===== src/rtl/uart_rx_buffer_if.sv =====
// Connects the UART receiver and the host to the receive buffer.
// The receiver supplies frames and the host drains the FIFO through the same bundle.
interface uart_rx_buffer_if #(
    parameter int ADDR_W = 4
);
    logic [7:0]      rx_data;
    logic            rx_parity_error;
    logic            rx_stop_error;
    logic            rx_valid;
    logic            rd_en;
    logic            clr_overflow;
    logic [7:0]      rd_data;
    logic            rd_parity_err;
    logic            rd_stop_err;
    logic            empty;
    logic            full;
    logic [ADDR_W:0] count;
    logic            overflow;
    logic [7:0]      drop_count;
    logic [7:0]      err_count;

    modport master (
        output rx_data, rx_parity_error, rx_stop_error, rx_valid, rd_en, clr_overflow,
        input  rd_data, rd_parity_err, rd_stop_err, empty, full, count,
               overflow, drop_count, err_count
    );

    modport slave (
        input  rx_data, rx_parity_error, rx_stop_error, rx_valid, rd_en, clr_overflow,
        output rd_data, rd_parity_err, rd_stop_err, empty, full, count,
               overflow, drop_count, err_count
    );
endinterface


===== src/rtl/uart_rx_buffer.sv =====
// UART receive buffer: synchronises the receiver's frame-valid level, captures one
// frame per rising edge and stores it with its error flags in a first-word-fall-through FIFO.
module uart_rx_buffer #(
    parameter int DEPTH        = 16,
    parameter int ADDR_W       = 4,
    parameter int SYNC_STAGES  = 2,
    parameter int DROP_ERRORED = 0
) (
    input  logic            clk,
    input  logic            rst,
    uart_rx_buffer_if.slave bus
);
    localparam logic [ADDR_W:0]   FULL_CNT = (ADDR_W+1)'(DEPTH);
    localparam logic [ADDR_W:0]   CNT_ONE  = (ADDR_W+1)'(1);
    localparam logic [ADDR_W-1:0] PTR_ONE  = (ADDR_W)'(1);
    localparam bit                DROP_ERR = (DROP_ERRORED != 0);

    function automatic logic [7:0] sat_inc(input logic [7:0] v);
        return (v == 8'hFF) ? v : v + 8'd1;
    endfunction

    logic [SYNC_STAGES-1:0] sync_q, sync_d;
    logic                   edge_q, edge_d;
    logic [ADDR_W-1:0]      wr_ptr_q, wr_ptr_d;
    logic [ADDR_W-1:0]      rd_ptr_q, rd_ptr_d;
    logic [ADDR_W:0]        count_q, count_d;
    logic                   overflow_q, overflow_d;
    logic [7:0]             drop_q, drop_d;
    logic [7:0]             err_q, err_d;

    // Entry layout: {parity_err, stop_err, byte}
    logic [9:0]             mem_q [DEPTH];
    logic [9:0]             head;

    logic has_err, capture, keep, is_full, is_empty;
    logic do_wr, do_drop, do_rd;

    always_comb begin
        has_err  = bus.rx_parity_error | bus.rx_stop_error;
        capture  = sync_q[SYNC_STAGES-1] & ~edge_q;
        keep     = capture & ~(DROP_ERR & has_err);
        is_full  = (count_q == FULL_CNT);
        is_empty = (count_q == '0);
        // A pop on the same edge frees the slot, so a full FIFO still accepts the frame.
        do_wr    = keep & (~is_full | bus.rd_en);
        do_drop  = keep & is_full & ~bus.rd_en;
        do_rd    = bus.rd_en & ~is_empty;
    end

    always_comb begin
        sync_d     = {sync_q[SYNC_STAGES-2:0], bus.rx_valid};
        edge_d     = sync_q[SYNC_STAGES-1];
        wr_ptr_d   = do_wr ? wr_ptr_q + PTR_ONE : wr_ptr_q;
        rd_ptr_d   = do_rd ? rd_ptr_q + PTR_ONE : rd_ptr_q;
        count_d    = count_q;
        if (do_wr && !do_rd) begin
            count_d = count_q + CNT_ONE;
        end else if (!do_wr && do_rd) begin
            count_d = count_q - CNT_ONE;
        end
        // A drop on the same edge as a clear leaves the flag set.
        overflow_d = do_drop ? 1'b1 : (bus.clr_overflow ? 1'b0 : overflow_q);
        drop_d     = do_drop ? sat_inc(drop_q) : drop_q;
        err_d      = (capture && has_err) ? sat_inc(err_q) : err_q;
    end

    always_ff @(posedge clk or posedge rst) begin
        if (rst) begin
            sync_q     <= '0;
            edge_q     <= 1'b0;
            wr_ptr_q   <= '0;
            rd_ptr_q   <= '0;
            count_q    <= '0;
            overflow_q <= 1'b0;
            drop_q     <= '0;
            err_q      <= '0;
        end else begin
            sync_q     <= sync_d;
            edge_q     <= edge_d;
            wr_ptr_q   <= wr_ptr_d;
            rd_ptr_q   <= rd_ptr_d;
            count_q    <= count_d;
            overflow_q <= overflow_d;
            drop_q     <= drop_d;
            err_q      <= err_d;
        end
    end

    always_ff @(posedge clk) begin
        if (do_wr) begin
            mem_q[wr_ptr_q] <= {bus.rx_parity_error, bus.rx_stop_error, bus.rx_data};
        end
    end

    assign head              = mem_q[rd_ptr_q];
    assign bus.rd_data       = head[7:0];
    assign bus.rd_parity_err = head[9];
    assign bus.rd_stop_err   = head[8];
    assign bus.empty         = is_empty;
    assign bus.full          = is_full;
    assign bus.count         = count_q;
    assign bus.overflow      = overflow_q;
    assign bus.drop_count    = drop_q;
    assign bus.err_count     = err_q;
endmodule


===== src/flat_wrapper.sv =====
// flat-port wrapper written by rule: the top's interface ports become plain ports
module uart_rx_buffer_flat 
#(
    parameter int DEPTH        = 16,
    parameter int ADDR_W       = 4,
    parameter int SYNC_STAGES  = 2,
    parameter int DROP_ERRORED = 0
)
  (clk, rst, bus_rx_data, bus_rx_parity_error, bus_rx_stop_error, bus_rx_valid, bus_rd_en, bus_clr_overflow, bus_rd_data, bus_rd_parity_err, bus_rd_stop_err, bus_empty, bus_full, bus_count, bus_overflow, bus_drop_count, bus_err_count);
  uart_rx_buffer_if #(.ADDR_W(ADDR_W)) bus_i ();
  input  logic clk;
  input  logic rst;
  input wire logic [$bits(bus_i.rx_data)-1:0] bus_rx_data;
  input wire logic [$bits(bus_i.rx_parity_error)-1:0] bus_rx_parity_error;
  input wire logic [$bits(bus_i.rx_stop_error)-1:0] bus_rx_stop_error;
  input wire logic [$bits(bus_i.rx_valid)-1:0] bus_rx_valid;
  input wire logic [$bits(bus_i.rd_en)-1:0] bus_rd_en;
  input wire logic [$bits(bus_i.clr_overflow)-1:0] bus_clr_overflow;
  output wire logic [$bits(bus_i.rd_data)-1:0] bus_rd_data;
  output wire logic [$bits(bus_i.rd_parity_err)-1:0] bus_rd_parity_err;
  output wire logic [$bits(bus_i.rd_stop_err)-1:0] bus_rd_stop_err;
  output wire logic [$bits(bus_i.empty)-1:0] bus_empty;
  output wire logic [$bits(bus_i.full)-1:0] bus_full;
  output wire logic [$bits(bus_i.count)-1:0] bus_count;
  output wire logic [$bits(bus_i.overflow)-1:0] bus_overflow;
  output wire logic [$bits(bus_i.drop_count)-1:0] bus_drop_count;
  output wire logic [$bits(bus_i.err_count)-1:0] bus_err_count;
  assign bus_i.rx_data = bus_rx_data;
  assign bus_i.rx_parity_error = bus_rx_parity_error;
  assign bus_i.rx_stop_error = bus_rx_stop_error;
  assign bus_i.rx_valid = bus_rx_valid;
  assign bus_i.rd_en = bus_rd_en;
  assign bus_i.clr_overflow = bus_clr_overflow;
  assign bus_rd_data = bus_i.rd_data;
  assign bus_rd_parity_err = bus_i.rd_parity_err;
  assign bus_rd_stop_err = bus_i.rd_stop_err;
  assign bus_empty = bus_i.empty;
  assign bus_full = bus_i.full;
  assign bus_count = bus_i.count;
  assign bus_overflow = bus_i.overflow;
  assign bus_drop_count = bus_i.drop_count;
  assign bus_err_count = bus_i.err_count;
  uart_rx_buffer #(.DEPTH(DEPTH), .ADDR_W(ADDR_W), .SYNC_STAGES(SYNC_STAGES), .DROP_ERRORED(DROP_ERRORED)) u_core (.clk(clk), .rst(rst), .bus(bus_i));
endmodule

===== config.mk =====
export PLATFORM = sky130hd
export DESIGN_NAME = uart_rx_buffer_flat
export DESIGN_NICKNAME = d
export VERILOG_FILES = /design/src/rtl/uart_rx_buffer_if.sv /design/src/rtl/uart_rx_buffer.sv /design/src/flat_wrapper.sv
export SDC_FILE = /design/constraint.sdc
export NUM_CORES = 1
export LEC_CHECK = 0
export ABC_AREA = 1
export ABC_CLOCK_PERIOD_IN_PS = 3840
export BUFFER_PORTS_ARGS = -buffer_cell sky130_fd_sc_hd__clkbuf_2
export CAP_MARGIN = 0
export CORE_ASPECT_RATIO = 1.1
export CORE_UTILIZATION = 50
export DETAILED_ROUTE_END_ITERATION = 10
export GPL_TIMING_DRIVEN = 1
export PLACE_DENSITY_LB_ADDON = 0.3
export SKIP_LAST_GASP = 1
export SLEW_MARGIN = 40
export SYNTH_ARGS = -nofsm -noshare
export SYNTH_HDL_FRONTEND = slang
export SYNTH_SLANG_ARGS = --single-unit

===== constraint.sdc =====
create_clock -name clk -period 3.84 [get_ports clk]
set_clock_uncertainty 0.15 [all_clocks]
set_input_delay 0.768 -clock clk [delete_from_list [all_inputs] [get_ports clk]]
set_output_delay 0.768 -clock clk [all_outputs]
set_load 0.05 [all_outputs]

* Yosys cells after proc, flatten, opt, wreduce, memory -nomap -nowiden *
Memory sizes are Yosys's and may differ from the RTL's.
Index checks and enable logic that the tools add are counted.

word-level totals
  memories kept = 1
  bits in registers = 33
  bits of input ports = 15
  output and inout bits = 34
  RAM bits = 160
  word-level logic and storage cells = 47

cells by class
  multiplexer cells = 6
  reductions and logical operators = 10
  eq/ne operators = 3
  $add $sub $neg = 6
  bitwise gates (word level) = 13

memories
  name          words  width  rd ports  clocked after memory_dff  wr ports  line                  text
  u_core.mem_q  16     10     1         0                         1         uart_rx_buffer.sv:32  logic [9:0] mem_q [DEPTH];

operators with widths
  operator                                                            number
  8-bit by 1-bit adder with 8-bit output, second input constant       2
  8-bit equality test, second input constant                          2
  5-bit 2-to-1 mux                                                    2
  4-bit by 1-bit adder with 4-bit output, second input constant       2
  1-bit inverter                                                      6
  5-bit by 1-bit adder with 5-bit output, second input constant       1
  1-bit AND                                                           5
  5-bit equality test, second input constant                          1
  5-bit zero test                                                     1
  5-bit by 1-bit subtractor with 5-bit output, second input constant  1
  1-bit 2-to-1 mux                                                    4
  2-bit AND reduction                                                 2
  2-bit nonzero test                                                  2
  1-bit logical AND                                                   3
  1-bit zero test                                                     2
  1-bit bitwise OR                                                    2

* Logic depth before layout (Yosys ltp) *
  depth after elaboration = 8
  gate-level depth with buffers = 15
  depth with buffers taken out = 15

* Worst setup path after synthesis *
No wires, ideal clock.

  path kind = register -> register
  start point = register u_core.count_q[1], in the netlist u_core.bus.count[1]
  end point = register u_core.count_q[4], in the netlist u_core.bus.count[4]
  buffers on the path = 0
  stages on the path, launching flop included = 13
  data required time = 3572 ps
  arrival = 2327 ps
  period minus slack after synthesis = 2595 ps
  setup time = 118 ps
  path slack = 1245 ps
  cell sequence = dfrtp_1 -> nor2_1 -> nand4_2 -> nand2_2 -> inv_4 -> ha_1 -> inv_1 -> ha_1 -> or2_2 -> nand3_1 -> nand2_1 -> nand2_1 -> nand2_1

between the ends
  longest elaborated chain between the ends = 7
  elaborated cells between the ends (all ways) = 16
  those cells by class = 2 x add/sub; 1 x eq/ne; 2 x mux; 5 x bitwise; 6 x reduce/logical

ends and longest elaborated chain
  what                                 line                  text
  start: declaration                   uart_rx_buffer.sv:26  logic [ADDR_W:0] count_q, count_d;
  start signal: assignment             uart_rx_buffer.sv:82  count_q <= count_d;
  5-bit equality test (*)              uart_rx_buffer.sv:42  is_full = (count_q == FULL_CNT);
  1-bit inverter (*)                   uart_rx_buffer.sv:45  do_wr = keep & (~is_full | bus.rd_en);
  1-bit bitwise OR (*)                 uart_rx_buffer.sv:45
  1-bit AND (*)                        uart_rx_buffer.sv:45
  via u_core.do_wr                     uart_rx_buffer.sv:36  logic do_wr, do_drop, do_rd;
  1-bit zero test                      uart_rx_buffer.sv:58  end else if (!do_wr && do_rd) begin
  1-bit logical AND                    uart_rx_buffer.sv:58
  2-bit nonzero test (no source line)  -

Mark *: on every way through the listed nets, which the timed path passes. The rest lies on a longest branch. The select of a mux whose other input is x is not followed.
A chain may end at the register's enable or synchronous reset.

* Worst setup path after layout *
  start point = register u_core.rd_ptr_q[0]
  end point = output bus_rd_data[5]

between the ends
  longest elaborated chain between the ends = 1

ends and longest elaborated chain
  what                      line                  text
  start: declaration        uart_rx_buffer.sv:25  logic [ADDR_W-1:0] rd_ptr_q, rd_ptr_d;
  start signal: assignment  uart_rx_buffer.sv:81  rd_ptr_q <= rd_ptr_d;
  memory 16 x 10 bit        -
  end: declaration          flat_wrapper.sv:19    output wire logic [$bits(bus_i.rd_data)-1:0] bus_rd_data;

No other way between the ends.

==> impl_results.md <==
* Final GP Congestion at 0.829
* Most common flop cell mapped by yosys: edfxtp_1
* GRT busiest layer: met2
* Clock transition at path regs at 0.07 ns
* Tmin final at 3.28 ns
* Sequential cell area fraction in the yosys report at 0.672
* Worst R2R Setup Slack at 1.18 ns
* First-pass GRT wire length at 28700 µm
* Final TNS setup at 0 ns
* Rows at 49
* Worst path slowest cell: dfrtp_2
* CP Capture Type: primary output
* Violated checks: DRC
* Most used cell, CP: nand2_1
* Area contributors post-synth: edfxtp_1 (57%), nand2_1 (11%), dfrtp_1 (9.9%)
* Drt initial violations at 522
* Crit path DAT at 2.36 ns
* Most frequent cells after synthesis: nand2_1 (238), edfxtp_1 (160), nor2_1 (91)
* CTS tree: done
* Vias post-DR at 5616
* Post-synth net total at 806
* Critical path origin: u_core.rd_ptr_q[0]
* Slew Limit Fails at 0
* Static Leak at 3.87 nW
* Clock tree buffer depth at 2
* Critical path buffers and inverters at 2
* Crit path kind: flip-flop to primary output
* Crit path largest cell delay at 0.51 ns
* Global-route track usage on met2 at 0.363
* GR met1 Demand/Resource at 0.306
* Clock Sinks at 193
* WP data required at 2.92 ns
* Synth Cell Area at 0.00838 mm²
* Top cell type's share of synthesized area at 0.574
* Final hold slack at 0.213 ns
* Placed cell count at 1021
* Clk_lat worst skew at 0.43 ns
* Netlist cell types at 31
* Reg2reg end: u_core.bus.count[4]
* Number of synthesized flops with an enable pin at 160
* Maximum VDD drop at 0.533 mV
* Ports at 49
* Vias in the first global route at 5292
* Total power at 7.26 mW
* Starting density of the core at 0.512
* Synth-to-Final Area Change at 13.5%
* Post-CTS setup buffers at 0
* Startpoint types: flip-flop
* Largest net degree at the start of global routing at 91
* Post_cts resized at 0
* Die X at 125 µm
* Most frequent cell after synthesis: nand2_1
* Synth Instances at 779
* Yosys warnings at 0
* Htree depth at 4
* Layout cell share with drive strength beyond 1 at 0.146
* Flops & latches, synth at 193
* Area leader, netlist: edfxtp_1
* Ys async rst share at 0.171
* Delay-heaviest family, CP: simple AND/OR/NAND/NOR gates
* Worst Path Max Fanout at 90
* Total track usage at 0.225
* Max_slew headroom at 0.502
* # DRC at 2
* Worst r2r src: u_core.bus.count[1]
* Root Buffer: clkbuf_16
* Final non-filler cell total at 1053
* Antenna diodes at 0
* Pre-Repair DR Iteration Count at 10
* Chip height at 138 µm
* Final HPWL from detailed placement at 11500 µm
* CTS Hold Buffers Added at 0
* Final Hold Vio Count at 0
* Final setup viols at 0
* DR WL/cell at 17.5 µm
* Max Freq at 305 MHz
* Pwr per Cell Area at 764 mW/mm²
* Max capacitance violation total at 0
* GR Overflow Total at 0
* Initial antenna violation count at 0
* I/O Buffers at 48
* Fin crit share at 0.853
* Worst-path cell chain: buf_12 > nand2_1 > nand3_1 > nand2_1 > nor2_1 > nand2_1 > nand2_1 > clkbuf_2
* R2R depth at 11
* Antenna viol nets, final at 0
* Final-stage net count at 863
* HP Class: input pin to asynchronous set/reset pin
* Die area at 0.0173 mm²
* Met3 Usage GRT at 0.0384
* Detailed Route WL at 18400 µm
* TritonCTS buffer count at 17
* Post-Syn Area per Cell at 10.8 µm²
* Critical path capture point: bus_rd_data[5]
* Final Util at 0.581
* Status: finished, violations left
* Core box area at 0.0164 mm²
* Worst Tran Pin Value at 0.746 ns
* WP depth at 8
* Via density at 5.33
* RSZ-0062 raised after global routing: false
## cells in the final DEF (no fill, tap or decap), types with 20 or more instances in the layout
| cell | count |
|---|---|
| nand2_1 | 238 |
| edfxtp_1 | 160 |
| nor2_1 | 87 |
| nand3_1 | 62 |
| inv_1 | 48 |
| clkbuf_2 | 48 |
| dfrtp_1 | 32 |
| a21oi_1 | 22 |
| o21ai_0 | 22 |
| o211ai_1 | 20 |
## logic make-up after synthesis
group / share of synthesized area
compound gates: 0.0462
xor+xnor: 0.0136
fa+ha+maj: 0.0188
buf+inv: 0.0447
flops: 0.672
simple gates: 0.205
## how the worst min path moves through the flow
stage / from / to / slack, ns / depth (start not counted)
global route: u_core.sync_q[0] / u_core.sync_q[1] / 0.23 / 0
finish: rst / u_core.bus.err_count[4] / 0.21 / 2
floorplan: u_core.sync_q[0] / u_core.sync_q[1] / 0.18 / 0
CTS: u_core.sync_q[0] / u_core.sync_q[1] / 0.22 / 0
detailed placement: u_core.sync_q[0] / u_core.sync_q[1] / 0.19 / 0
global placement: u_core.sync_q[0] / u_core.sync_q[1] / 0.18 / 0
## area by class of cell
| cell class | count | area, µm² |
|---|---|---|
| well taps | 204 | 255 |
| inverters | 53 | 201 |
| clock buffers | 17 | 425 |
| multi-input cells | 504 | 2380 |
| fillers | 1360 | 6860 |
| flip-flops and latches | 193 | 5630 |
| repair buffers | 67 | 395 |
| clock inverters | 15 | 218 |
## state kept, by name (all words and copies together), names as in the netlist
register and count:
u_core.bus.overflow 1, u_core.rd_ptr_q 4, u_core.bus.drop_count 8, u_core.bus.count 5, u_core.mem_q 160, u_core.bus.err_count 8, u_core.edge_q 1, u_core.wr_ptr_q 4
u_core.sync_q 2
## report_power, final
group | leakage (nW) | switching (mW) | internal, mW
registers | 1.86 | 0.164 | 2.44
clock network | 0.311 | 0.810 | 1.11
logic | 1.70 | 2.01 | 0.717
## metrics by stage
stage	instance area, µm²	setup slack [ns]
finish	9510	0.563
global placement	8850	1.07
floorplan	8380	1.25
detailed placement	8860	1.03
global route	9510	0.378
CTS	9500	0.551
## per-layer routing
layer  wire, µm  up-vias
met1       8300     2669
met4        448        0
met5          0        -
met3        974       26
li1           -     2734
met2       8720      187
(Power assumes the default switching activity.)
